--- config.mk ---
export PLATFORM = sky130hd
export DESIGN_NAME = mux2_8_arb
export DESIGN_NICKNAME = d
export VERILOG_FILES = /design/src/rtl/mux2_8_arb_pkg.sv /design/src/rtl/mux2_8_arb_mux.sv /design/src/rtl/mux2_8_arb.sv
export SDC_FILE = /design/constraint.sdc
export NUM_CORES = 1
export LEC_CHECK = 0
export CAP_MARGIN = 20
export CELL_PAD_IN_SITES_DETAIL_PLACEMENT = 0
export CELL_PAD_IN_SITES_GLOBAL_PLACEMENT = 1
export CORE_ASPECT_RATIO = 0.7
export CORE_MARGIN = 2
export CORE_UTILIZATION = 37
export DETAILED_ROUTE_END_ITERATION = 8
export GPL_ROUTABILITY_DRIVEN = 0
export HOLD_SLACK_MARGIN = 0.12
export PLACE_DENSITY = 0.83
export SLEW_MARGIN = 10
export SYNTH_ARGS = -nofsm -noshare
export SYNTH_HDL_FRONTEND = slang
export SYNTH_SLANG_ARGS = --single-unit
--- constraint.sdc ---
create_clock -name clk -period 3.8 [get_ports clk]
set_input_delay 0.57 -clock clk [delete_from_list [all_inputs] [get_ports clk]]
set_output_delay 0.57 -clock clk [all_outputs]
set_load 0.05 [all_outputs]
--- src/rtl/mux2_8_arb_pkg.sv ---
// mux2_8_arb_pkg: shared definitions for the mux2_8_arb arbiter slice.
//   state_e           : arbiter state encoding (IDLE / OWN_A / OWN_B)
//   SEL_A / SEL_B     : mux select values; also used to record the last served source
//   MAX_BURST_DEFAULT : default burst bound per grant while the other source waits
package mux2_8_arb_pkg;

  typedef enum logic [1:0] {
    IDLE  = 2'd0,
    OWN_A = 2'd1,
    OWN_B = 2'd2
  } state_e;

  localparam logic SEL_A = 1'b0;
  localparam logic SEL_B = 1'b1;

  localparam int unsigned MAX_BURST_DEFAULT = 4;

  // Select value that corresponds to an owning state; IDLE has no owner.
  function automatic logic owner_sel(input state_e st);
    return (st == OWN_B) ? SEL_B : SEL_A;
  endfunction

endpackage

--- src/rtl/mux2_8_arb_mux.sv ---
// mux2_8: 8-bit 2:1 data select.
//   a_i   : data presented when sel_i = 0
//   b_i   : data presented when sel_i = 1
//   sel_i : select
//   y_o   : selected data (combinational)
module mux2_8 (
  input  logic [7:0] a_i,
  input  logic [7:0] b_i,
  input  logic       sel_i,
  output logic [7:0] y_o
);

  assign y_o = sel_i ? b_i : a_i;

endmodule

--- src/rtl/mux2_8_arb.sv ---
// mux2_8_arb: two-source round-robin arbiter with bounded bursts feeding one
// registered valid/ready output channel through the mux2_8 data select.
//   clk, rst_n            : clock (rising edge), asynchronous active-low reset
//   a_data/a_valid/a_ready: source A beat handshake
//   b_data/b_valid/b_ready: source B beat handshake
//   mux_sel               : registered select, 0 = A, 1 = B (holds in IDLE)
//   out_data/out_src      : registered beat and the source it came from
//   out_valid/out_ready   : output handshake
//   stat_a/stat_b         : saturating accepted-beat counters, present only when
//                           MUX2_8_ARB_STATS_EN is defined
module mux2_8_arb
  import mux2_8_arb_pkg::*;
#(
  parameter int unsigned MAX_BURST = MAX_BURST_DEFAULT
) (
  input  logic        clk,
  input  logic        rst_n,
  input  logic [7:0]  a_data,
  input  logic        a_valid,
  output logic        a_ready,
  input  logic [7:0]  b_data,
  input  logic        b_valid,
  output logic        b_ready,
  output logic        mux_sel,
  output logic [7:0]  out_data,
  output logic        out_src,
  output logic        out_valid,
`ifdef MUX2_8_ARB_STATS_EN
  output logic [15:0] stat_a,
  output logic [15:0] stat_b,
`endif
  input  logic        out_ready
);

  localparam int unsigned CW = $clog2(MAX_BURST + 1);

  state_e        state_q, state_d;
  logic [CW-1:0] cnt_q, cnt_d;
  logic          last_q, last_d;
  logic          mux_sel_q, mux_sel_d;
  logic [7:0]    out_data_q;
  logic          out_src_q;
  logic          out_valid_q;

  logic [7:0]    mux_y;
  logic          acc_a, acc_b;
  logic          own_valid, oth_valid, own_acc;
  logic [CW:0]   cnt_inc;
  state_e        other_st;

  mux2_8 u_mux (
    .a_i   (a_data),
    .b_i   (b_data),
    .sel_i (mux_sel_q),
    .y_o   (mux_y)
  );

  // mux_sel_q always matches the owning state, so the mux already presents
  // the owner's beat in any cycle where that owner can be accepted.
  always_comb begin
    a_ready   = (state_q == OWN_A) && (!out_valid_q || out_ready);
    b_ready   = (state_q == OWN_B) && (!out_valid_q || out_ready);
    acc_a     = a_valid && a_ready;
    acc_b     = b_valid && b_ready;

    state_d   = state_q;
    cnt_d     = cnt_q;
    last_d    = last_q;
    mux_sel_d = mux_sel_q;

    own_valid = (state_q == OWN_B) ? b_valid : a_valid;
    oth_valid = (state_q == OWN_B) ? a_valid : b_valid;
    own_acc   = acc_a || acc_b;
    other_st  = (state_q == OWN_B) ? OWN_A : OWN_B;
    cnt_inc   = {1'b0, cnt_q} + (CW + 1)'(1);

    unique case (state_q)
      IDLE: begin
        if (a_valid && b_valid) state_d = (last_q == SEL_A) ? OWN_B : OWN_A;
        else if (a_valid)       state_d = OWN_A;
        else if (b_valid)       state_d = OWN_B;
      end
      OWN_A, OWN_B: begin
        if (!own_valid) begin
          state_d = oth_valid ? other_st : IDLE;
        end else if (own_acc) begin
          if (cnt_inc == (CW + 1)'(MAX_BURST)) begin
            // Burst bound reached: hand over if the other side waits,
            // otherwise keep the grant and start a fresh burst.
            if (oth_valid) state_d = other_st;
            else           cnt_d   = '0;
          end else begin
            cnt_d = cnt_inc[CW-1:0];
          end
        end
      end
      default: state_d = IDLE;
    endcase

    if (state_d != state_q) begin
      cnt_d = '0;
      if (state_q != IDLE) last_d = owner_sel(state_q);
    end

    if (state_d != IDLE) mux_sel_d = owner_sel(state_d);
  end

  always_ff @(posedge clk or negedge rst_n) begin
    if (!rst_n) begin
      state_q   <= IDLE;
      cnt_q     <= '0;
      last_q    <= SEL_B;
      mux_sel_q <= SEL_A;
    end else begin
      state_q   <= state_d;
      cnt_q     <= cnt_d;
      last_q    <= last_d;
      mux_sel_q <= mux_sel_d;
    end
  end

  always_ff @(posedge clk or negedge rst_n) begin
    if (!rst_n) begin
      out_data_q  <= '0;
      out_src_q   <= 1'b0;
      out_valid_q <= 1'b0;
    end else if (acc_a || acc_b) begin
      out_data_q  <= mux_y;
      out_src_q   <= mux_sel_q;
      out_valid_q <= 1'b1;
    end else if (out_ready) begin
      out_valid_q <= 1'b0;
    end
  end

  assign mux_sel   = mux_sel_q;
  assign out_data  = out_data_q;
  assign out_src   = out_src_q;
  assign out_valid = out_valid_q;

`ifdef MUX2_8_ARB_STATS_EN
  logic [15:0] stat_a_q, stat_b_q;

  always_ff @(posedge clk or negedge rst_n) begin
    if (!rst_n) begin
      stat_a_q <= '0;
      stat_b_q <= '0;
    end else begin
      if (acc_a && (stat_a_q != '1)) stat_a_q <= stat_a_q + 16'd1;
      if (acc_b && (stat_b_q != '1)) stat_b_q <= stat_b_q + 16'd1;
    end
  end

  assign stat_a = stat_a_q;
  assign stat_b = stat_b_q;
`endif

endmodule

Word level (Yosys, flattened, before mapping)
Index checks and enable logic that the tools add are counted.

storage, ports and cells
  register bits = 17
  input port bits = 21
  logic and storage cells = 56

operators by class
  add/subtract/negate cells = 1
  equality and inequality tests = 6
  muxes and demuxes = 24
  reduce and logical (&&, ||, !) cells = 18

operators by type and width
  operator                                                                 number
  2-bit two-way mux                                                        10
  3-bit two-way mux                                                        6
  2-bit nonzero test                                                       6
  8-bit two-way mux                                                        1
  1-bit two-way mux                                                        6
  1-bit logical AND                                                        5
  3-bit by 1-bit adder with 4-bit output, second input constant            1
  2-bit equality test, second input constant                               2
  4-bit by 3-bit equality test with 1-bit output, second input constant    1
  2-bit case mux with 2 select lines                                       1
  4-bit AND reduction                                                      1
  3-bit by 2-bit inequality test with 1-bit output, second input constant  1
  2-bit by 1-bit equality test with 1-bit output, second input constant    1
  2-bit logical NOT                                                        1
  1-bit logical OR                                                         2
  2-bit inequality test                                                    1
  2-bit AND reduction                                                      1
  2-bit OR reduction                                                       1
  1-bit logical NOT                                                        1

Logic depth before layout (Yosys ltp)
Gate-level depths: netlist of run 1.

  depth after elaboration = 11
  mapped depth = 10

Hierarchy
A second synthesis of run 1 with hierarchy kept.

unflattened totals
  cell total of the unflattened synthesis = 105
  area total of the unflattened synthesis = 1149.9 µm²

modules (own cells, without submodules)
  module      instances  cells each  area each (µm²)  seq. area each (µm²)
  mux2_8_arb  1          96          1018.5           426.7
  mux2_8      1          9           131.4            0.0

Worst setup path after synthesis of run 1
OpenSTA, ideal clock, no wires.

  kind = register to register
  start = register state_q[1]
  end = register cnt_q[0]
  library setup time = 0.126 ns
  data arrival time = 2.244 ns
  slack = 1.430 ns
  cell stages (with the launch flop) = 10
  cells stage by stage = dfrtp_1 clkbuf_1 inv_1 ha_1 a22o_2 and4_4 a311o_1 or3_1 o211ai_2 nor2_1

between the ends
  cells in the longest elaborated chain, start to end = 10
  elaborated cells on any way between the ends = 28
  classes of those cells = eq/ne (4); mux (13); reduce/logical (11)

RTL lines
  element                                                                                           RTL line                            RTL
  start: declaration                                                                                mux2_8_arb.sv:37                    state_e state_q, state_d;
  start signal: assignment                                                                          mux2_8_arb.sv:115                   state_q <= state_d;
  2-bit equality test or 2-bit by 1-bit equality test with 1-bit output (tied branches)             --
  2-bit two-way mux, or another cell as far along                                                   mux2_8_arb.sv:74                    other_st = (state_q == OWN_B) ? OWN_A : OWN_B;
  2-bit two-way mux, or another cell as far along                                                   mux2_8_arb.sv:90                    if (oth_valid) state_d = other_st;
  2-bit two-way mux or 1-bit logical OR (tied branches)                                             mux2_8_arb.sv:87, mux2_8_arb.sv:73
  2-bit two-way mux                                                                                 mux2_8_arb.sv:86                    end else if (own_acc) begin
  2-bit two-way mux                                                                                 mux2_8_arb.sv:84                    if (!own_valid) begin
  2-bit case mux with 2 select lines                                                                mux2_8_arb.sv:77                    unique case (state_q)
  2-bit inequality test                                                                             mux2_8_arb.sv:100                   if (state_d != state_q) begin
  3-bit by 2-bit inequality test with 1-bit output (no line) or 2-bit nonzero test (tied branches)  --
  4-bit AND reduction (no line)                                                                     --
  end signal: assignment                                                                            mux2_8_arb.sv:116                   cnt_q <= cnt_d;
  end: declaration                                                                                  mux2_8_arb.sv:38                    logic [CW-1:0] cnt_q, cnt_d;

Several ways; a longest one is shown, not always the timed one.
A chain may end at the register's enable or synchronous reset.

Worst setup path after layout of run 1
  start = register state_q[0]
  end = output port b_ready

between the ends
  cells in the longest elaborated chain, start to end = 2

RTL lines
  element              RTL line          RTL
  2-bit equality test  mux2_8_arb.sv:62  b_ready = (state_q == OWN_B) && (!out_valid_q || out_ready);
  1-bit logical AND    mux2_8_arb.sv:62
  end: declaration     mux2_8_arb.sv:23  output logic b_ready,

No other way between the ends.

==> results of run 1 <==
how the worst max path moves through the flow:
stage               slack [ps]        to        from
global route               810   b_ready  state_q[0]
floorplan                 1430  cnt_q[0]  state_q[1]
global placement          1060   a_ready   out_ready
detailed placement        1020  cnt_q[0]     a_valid
finish                     940   b_ready  state_q[0]
CTS                        940   b_ready  state_q[0]
through the flow:
step,hold WS [ps],cells
2_1_floorplan,274,127
3_3_place_gp,490,192
3_5_place_dp,495,192
4_1_cts,509,196
6_report,505,196
5_1_grt,541,196
worst max-delay path, cell delays in order (launching register included):
cell             delay (ps)
dfrtp_1                 450
inv_1                   220
ha_1                    400
and2_1                  180
clkdlybuf4s50_1         790
synthesized netlist by cell type:
library cell	number	area [um2]
nor3b_1	1	7.51
or4_1	1	7.51
o21a_1	1	7.51
o211ai_2	1	12.5
dfstp_2	1	26.3
nor4b_1	1	8.76
nand2b_1	4	25.0
clkbuf_1	4	15.0
ha_1	6	75.1
buf_1	1	3.75
mux2_2	2	22.5
xnor2_1	1	8.76
mux2i_1	11	110
and2_1	4	25.0
o2111a_1	2	22.5
a211o_1	1	8.76
and4_4	1	11.3
nor3_1	4	20.0
o31ai_1	1	7.51
and3b_1	1	8.76
o2bb2ai_2	1	15.0
or3_1	1	6.26
dfrtp_1	16	400
inv_1	4	15.0
mux2_4	1	15.0
a311o_1	1	10.0
nand3_1	2	10.0
a22o_2	1	10.0
o21ai_0	1	5.00
buf_2	2	10.0
a311oi_1	1	8.76
nor2b_1	4	25.0
o32a_1	1	10.0
o21bai_1	3	22.5
a21oi_1	10	50.1
a21boi_0	2	15.0
nor2_1	20	75.1
nand2_1	5	18.8
nand4_1	2	12.5
flip-flops by register name (all words and copies together), names as in the netlist:
register	flops
out_valid	1
cnt_q	3
out_src	1
state_q	2
out_data	8
last_q	1
mux_sel	1
layout make-up:
type | count | area [um2] | share of cell area [%]
multi-input combinational | 99 | 698 | 44.5
sequential | 17 | 427 | 27.2
timing repair buffer | 34 | 338 | 21.5
tap | 38 | 47.5 | 3.03
clock buffer | 4 | 45.0 | 2.87
inverter | 4 | 15.0 | 0.956
per-layer routing:
| metal | up-vias | track usage [%] | part of all wire (%) |
|---|---|---|---|
| met3 | 2 | 3.94 | 3.0 |
| li1 | 519 | - | - |
| met4 | 0 | 1.89 | 0.39 |
| met1 | 491 | 20.1 | 50 |
| met2 | 19 | 25.8 | 47 |
| met5 | - | 0 | 0 |
power groups by stage:
stage | registers (uW) | clock network (uW) | logic, uW
final | 330 | 131 | 849
after global routing | 343 | 146 | 924
after CTS | 331 | 137 | 852
after detailed placement | 334 | 0 | 851
after global placement | 332 | 0 | 842
after floorplan | 497 | 0 | 446
kinds of logic (layout without fill, tap and decap cells):
logic type | after synthesis | count (layout)
compound gates | 27 | 27
xor+xnor | 1 | 1
fa+ha+maj | 6 | 6
buf+inv | 11 | 42
flops | 17 | 17
mux | 14 | 14
simple gates | 51 | 51
==> results.md, run 1 <==
* Final period util at 75.2%
* Crit Reg-Reg Endpoint: cnt_q[0]
* DIE HEIGHT at 51.0 um
* Status: complete, no violations
* Critical path class: register to output port
* Post-CTS Resized at 0
* Filler Cell Count at 283
* Mapped Nets at 154
* Clk Tree Root Cell: clkbuf_8
* Post-Route WL at 2.58 mm
* Startpoint types: register
* Area Growth Syn to Fin at 34.4%
* Post-synthesis mux area share at 12.6%
* NumNets Final at 186
* Gate power share at 64.8%
* Period minus WS final at 2860 ps
* First-pass DRT Iterations at 4
* Die X at 71.2 um
* # rows at 17
* First-pass GRT wire length at 4.37 mm
* Worst setup EP type: output port
* Sequential-to-total area share from yosys stat at 36.5%
* Worst slew pin tran at 726 ps
* Worst setup margin at 941 ps
* Total grt overflow at 0
* IO Count at 34
* Simple-Gate Fraction of Synth Area at 22.4%
* Post-CTS Setup Bufs at 0
* WP data arrival at 2290 ps
* Maximum vdd drop at 0.326 mV
* Share of layout cells above drive strength 1 at 7.59%
* Largest net degree at the start of global routing at 19
* Largest family of logic cells by synthesized area: simple AND/OR/NAND/NOR gates
* Core ar. at 3080 um2
* Post-CTS Hold Buffers at 0
* Count of final setup violators at 0
* Remaining routing DRC violations at 0
* Post-synthesis cell type count at 39
* Clock power frac at 10.0%
* Compound-Gate Fraction of Synth Area at 17.6%
* Register-to-Register Setup Slack at 1150 ps
* Max_slew headroom at 51.4%
* Sink Count at 17
* Area post-placement at 1530 um2
* Hold path cells at 1
* CTS Buf Count at 3
* Most frequent cells in the layout: clkdlybuf4s50_1, nor2_1, dfrtp_1
* Fin util at 50.9%
* Post-route cell area at 1570 um2
* HPWL after detailed placement at 2.08 mm
* DR vias/cell at 5.26
* Vias in the first global route at 961
* Final Hold Fails at 0
* CTS tree: done
* Post-Synth XOR/XNOR Area at 0.749%
* Reg2Reg Depth at 8
* Initial Utilization at 37.9%
* Hold Path Sink: out_src
* Setup TNS at 0 ps
* Mapped Cells at 127
* Tot Pwr at 1310 uW
* Pwr/cell area at 834 nW/um2
* Max-slew violations at 0
* Clk slew on worst S/H paths at 60 ps
* Switch share at 49.5%
* Fmax at 0.350 GHz
* Final ANT Viol Nets at 0
* Seq pwr share at 25.2%
* GRT Total Usage at 15.2%
* HP Class: register to register
* Leak Pwr at 0.000655 uW
* Initial antenna violation count at 0
* Max Cap Viol at 0
* Mean Syn Cell Area at 9.20 um2
* Mapped cell area at 1170 um2
* WL/cell at 13.1 um
* Port buffer count at 33
* Unrepaired setup endpoints after global routing: false
* Area share of fa/ha/maj cells after synthesis at 6.42%
* Register bit count reported by yosys at 17
* Vias at 1031
* Setup WS pre-CTS at 1020 ps
* Reg2reg start: state_q[0]
* ANT cells at 0
* Setup Skew at 3.18 ps
* CTS HTree Levels at 1
* Int Power at 661 uW
* Beginning of the worst hold path: out_src
* Most common cell after layout, fill and taps aside: clkdlybuf4s50_1
* Crit-path max FO at 11
* YS warnings at 0
* WP data required at 3230 ps
* Skew-Pair Late Insertion Delay at 250 ps
* Max clock buf depth at 2
* Drt first-iter violations at 38
* Switching Power at 649 uW
* Die area at 3630 um2
(Power assumes the default switching activity.)
==> run 2: changes to the inputs <==
- CORE_UTILIZATION: 37 -> 35
- PLACE_DENSITY: 0.83 -> 0.79
- clock period: 3.8 -> 2.95 ns (I/O delays scaled with it)
==> run 2 against run 1 <==
Net effect: final area about the same; sequential power increased by 29%; sequential cell count unchanged; register-to-register slack got worse by 810 ps; total power increased by 29%; clock power increased by 32%; clock-buffer cell count decreased by 1; critical endpoint unchanged; highest routed layer unchanged; sequential share of layout area about the same; first-iteration DRC count increased by 13%.
==> results.md, run 2 (synthesis gave the netlist of run 1 again) <==
* Count of final setup violators at 0
* Core ar. at 3170 um2
* Setup TNS at 0 ps
* Final ANT Viol Nets at 0
* GRT Total Usage at 14.5%
* Switch share at 49.9%
* Initial Utilization at 36.9%
* Initial antenna violation count at 0
* Count of buffer and inverter cells on the critical path at 2
* # rows at 17
* IO Count at 34
* Fin util at 49.6%
* First-pass DRT Iterations at 5
* Hold path cells at 1
* NumNets Final at 186
* Worst slew pin tran at 768 ps
* CP peak stage delay at 800 ps
* Leak Pwr at 0.000658 uW
* CTS HTree Levels at 1
* Maximum vdd drop at 0.381 mV
* Drt first-iter violations at 43
* Port buffer count at 33
* Reg2reg start: state_q[0]
* Post-CTS Setup Bufs at 0
* WL/cell at 13.4 um
* Hold Path Sink: out_src
* First-pass GRT wire length at 4.35 mm
* Critical path's slowest cell: clkdlybuf4s50_1
* Area post-placement at 1530 um2
* Total grt overflow at 0
* Crit-path max FO at 11
* Post-Route WL at 2.62 mm
* Max clock buf depth at 2
* Vias at 1037
* CTS tree: done
* Most common cell after layout, fill and taps aside: clkdlybuf4s50_1
* WP data required at 2510 ps
* Share of layout cells above drive strength 1 at 8.23%
* Clk slew on worst S/H paths at 60 ps
* Period minus WS final at 2760 ps
* Critical path class: register to output port
* Int Power at 850 uW
* Switching Power at 846 uW
* HPWL after detailed placement at 2.10 mm
* Status: complete, no violations
* Worst setup margin at 192 ps
* WP data arrival at 2320 ps
* Post-route cell area at 1570 um2
* Crit path max-delay family: buffers and inverters
* Beginning of the worst hold path: out_src
* Crit Reg-Reg Endpoint: cnt_q[0]
* Fmax at 0.363 GHz
* Most frequent cells in the layout: clkdlybuf4s50_1, nor2_1, dfrtp_1
* Register-to-Register Setup Slack at 340 ps
* Pwr/cell area at 1080 nW/um2
* Gate power share at 64.7%
* Sink Count at 17
* Startpoint types: register
* Die X at 73.1 um
* Final period util at 93.5%
* HP Class: register to register
* Setup WS pre-CTS at 319 ps
* Remaining routing DRC violations at 0
* DIE HEIGHT at 52.3 um
* Area Growth Syn to Fin at 34.5%
* Max Cap Viol at 0
* Worst setup EP type: output port
* DR vias/cell at 5.29
* Max FFs per register at 8
* Reg2Reg Depth at 8
* Clk Tree Root Cell: clkbuf_8
* Skew-Pair Late Insertion Delay at 250 ps
* Seq pwr share at 25.1%
* Vias in the first global route at 981
* Die area at 3820 um2
* Crit path cell chain: inv_1, ha_1, and2_1, clkdlybuf4s50_1
* Max_slew headroom at 48.7%
* Post-CTS Hold Buffers at 0
* Filler Cell Count at 286
* CTS Buf Count at 3
* Clock power frac at 10.2%
* ANT cells at 0
* Unrepaired setup endpoints after global routing: false
* Post-CTS Resized at 0
* Setup Skew at 2.28 ps
* Max-slew violations at 0
* Final Hold Fails at 0
* Largest net degree at the start of global routing at 18
## run 2: final cells by class
class,count,area (um2),area share (%)
repair buffers,34,338,21.5
inverters,4,15.0,0.955
flip-flops and latches,17,427,27.1
well taps,38,47.5,3.03
multi-input cells,99,698,44.4
clock buffers,3,41.3,2.63
clock inverters,1,5.00,0.318
## run 2: through the flow
| step | instances | power (uW) | hold slack, ps |
|---|---|---|---|
| floorplan | 127 | 1220 | 147 |
| global placement | 192 | 1520 | 493 |
| detailed placement | 192 | 1530 | 498 |
| CTS | 196 | 1710 | 513 |
| global route | 196 | 1830 | 547 |
| finish | 196 | 1700 | 513 |
## run 2: how the worst max path moves through the flow
stage,startpoint,end,slack (ps),depth (start not counted)
2_1_floorplan,state_q[1],cnt_q[0],580,9
3_3_place_gp,state_q[0],cnt_q[0],400,8
3_5_place_dp,a_valid,cnt_q[0],320,7
4_1_cts,state_q[0],b_ready,210,4
5_1_grt,state_q[0],b_ready,80,4
6_report,state_q[0],b_ready,190,4
## run 2: power groups by stage
stage	Sequential (uW)	Clock (uW)	Combinational (uW)
after floorplan	640	0	575
after global placement	432	0	1090
after detailed placement	433	0	1090
after CTS	429	179	1100
after global routing	443	193	1190
final	426	173	1100
## run 2: worst register-to-register path: cells and delay by family, from the launching register on
kind | cells | cell delay [ps]
compound gates | 3 | 830
buf+inv | 1 | 230
flops | 1 | 450
simple gates | 3 | 590
fa+ha+maj | 1 | 400
## run 2: layer usage
metal / GRT usage [%] / part of all wire (%)
met2: 23.4 / 47
met3: 5.19 / 5.1
met1: 18.5 / 47
met5: 0 / 0
met4: 3.70 / 0.65
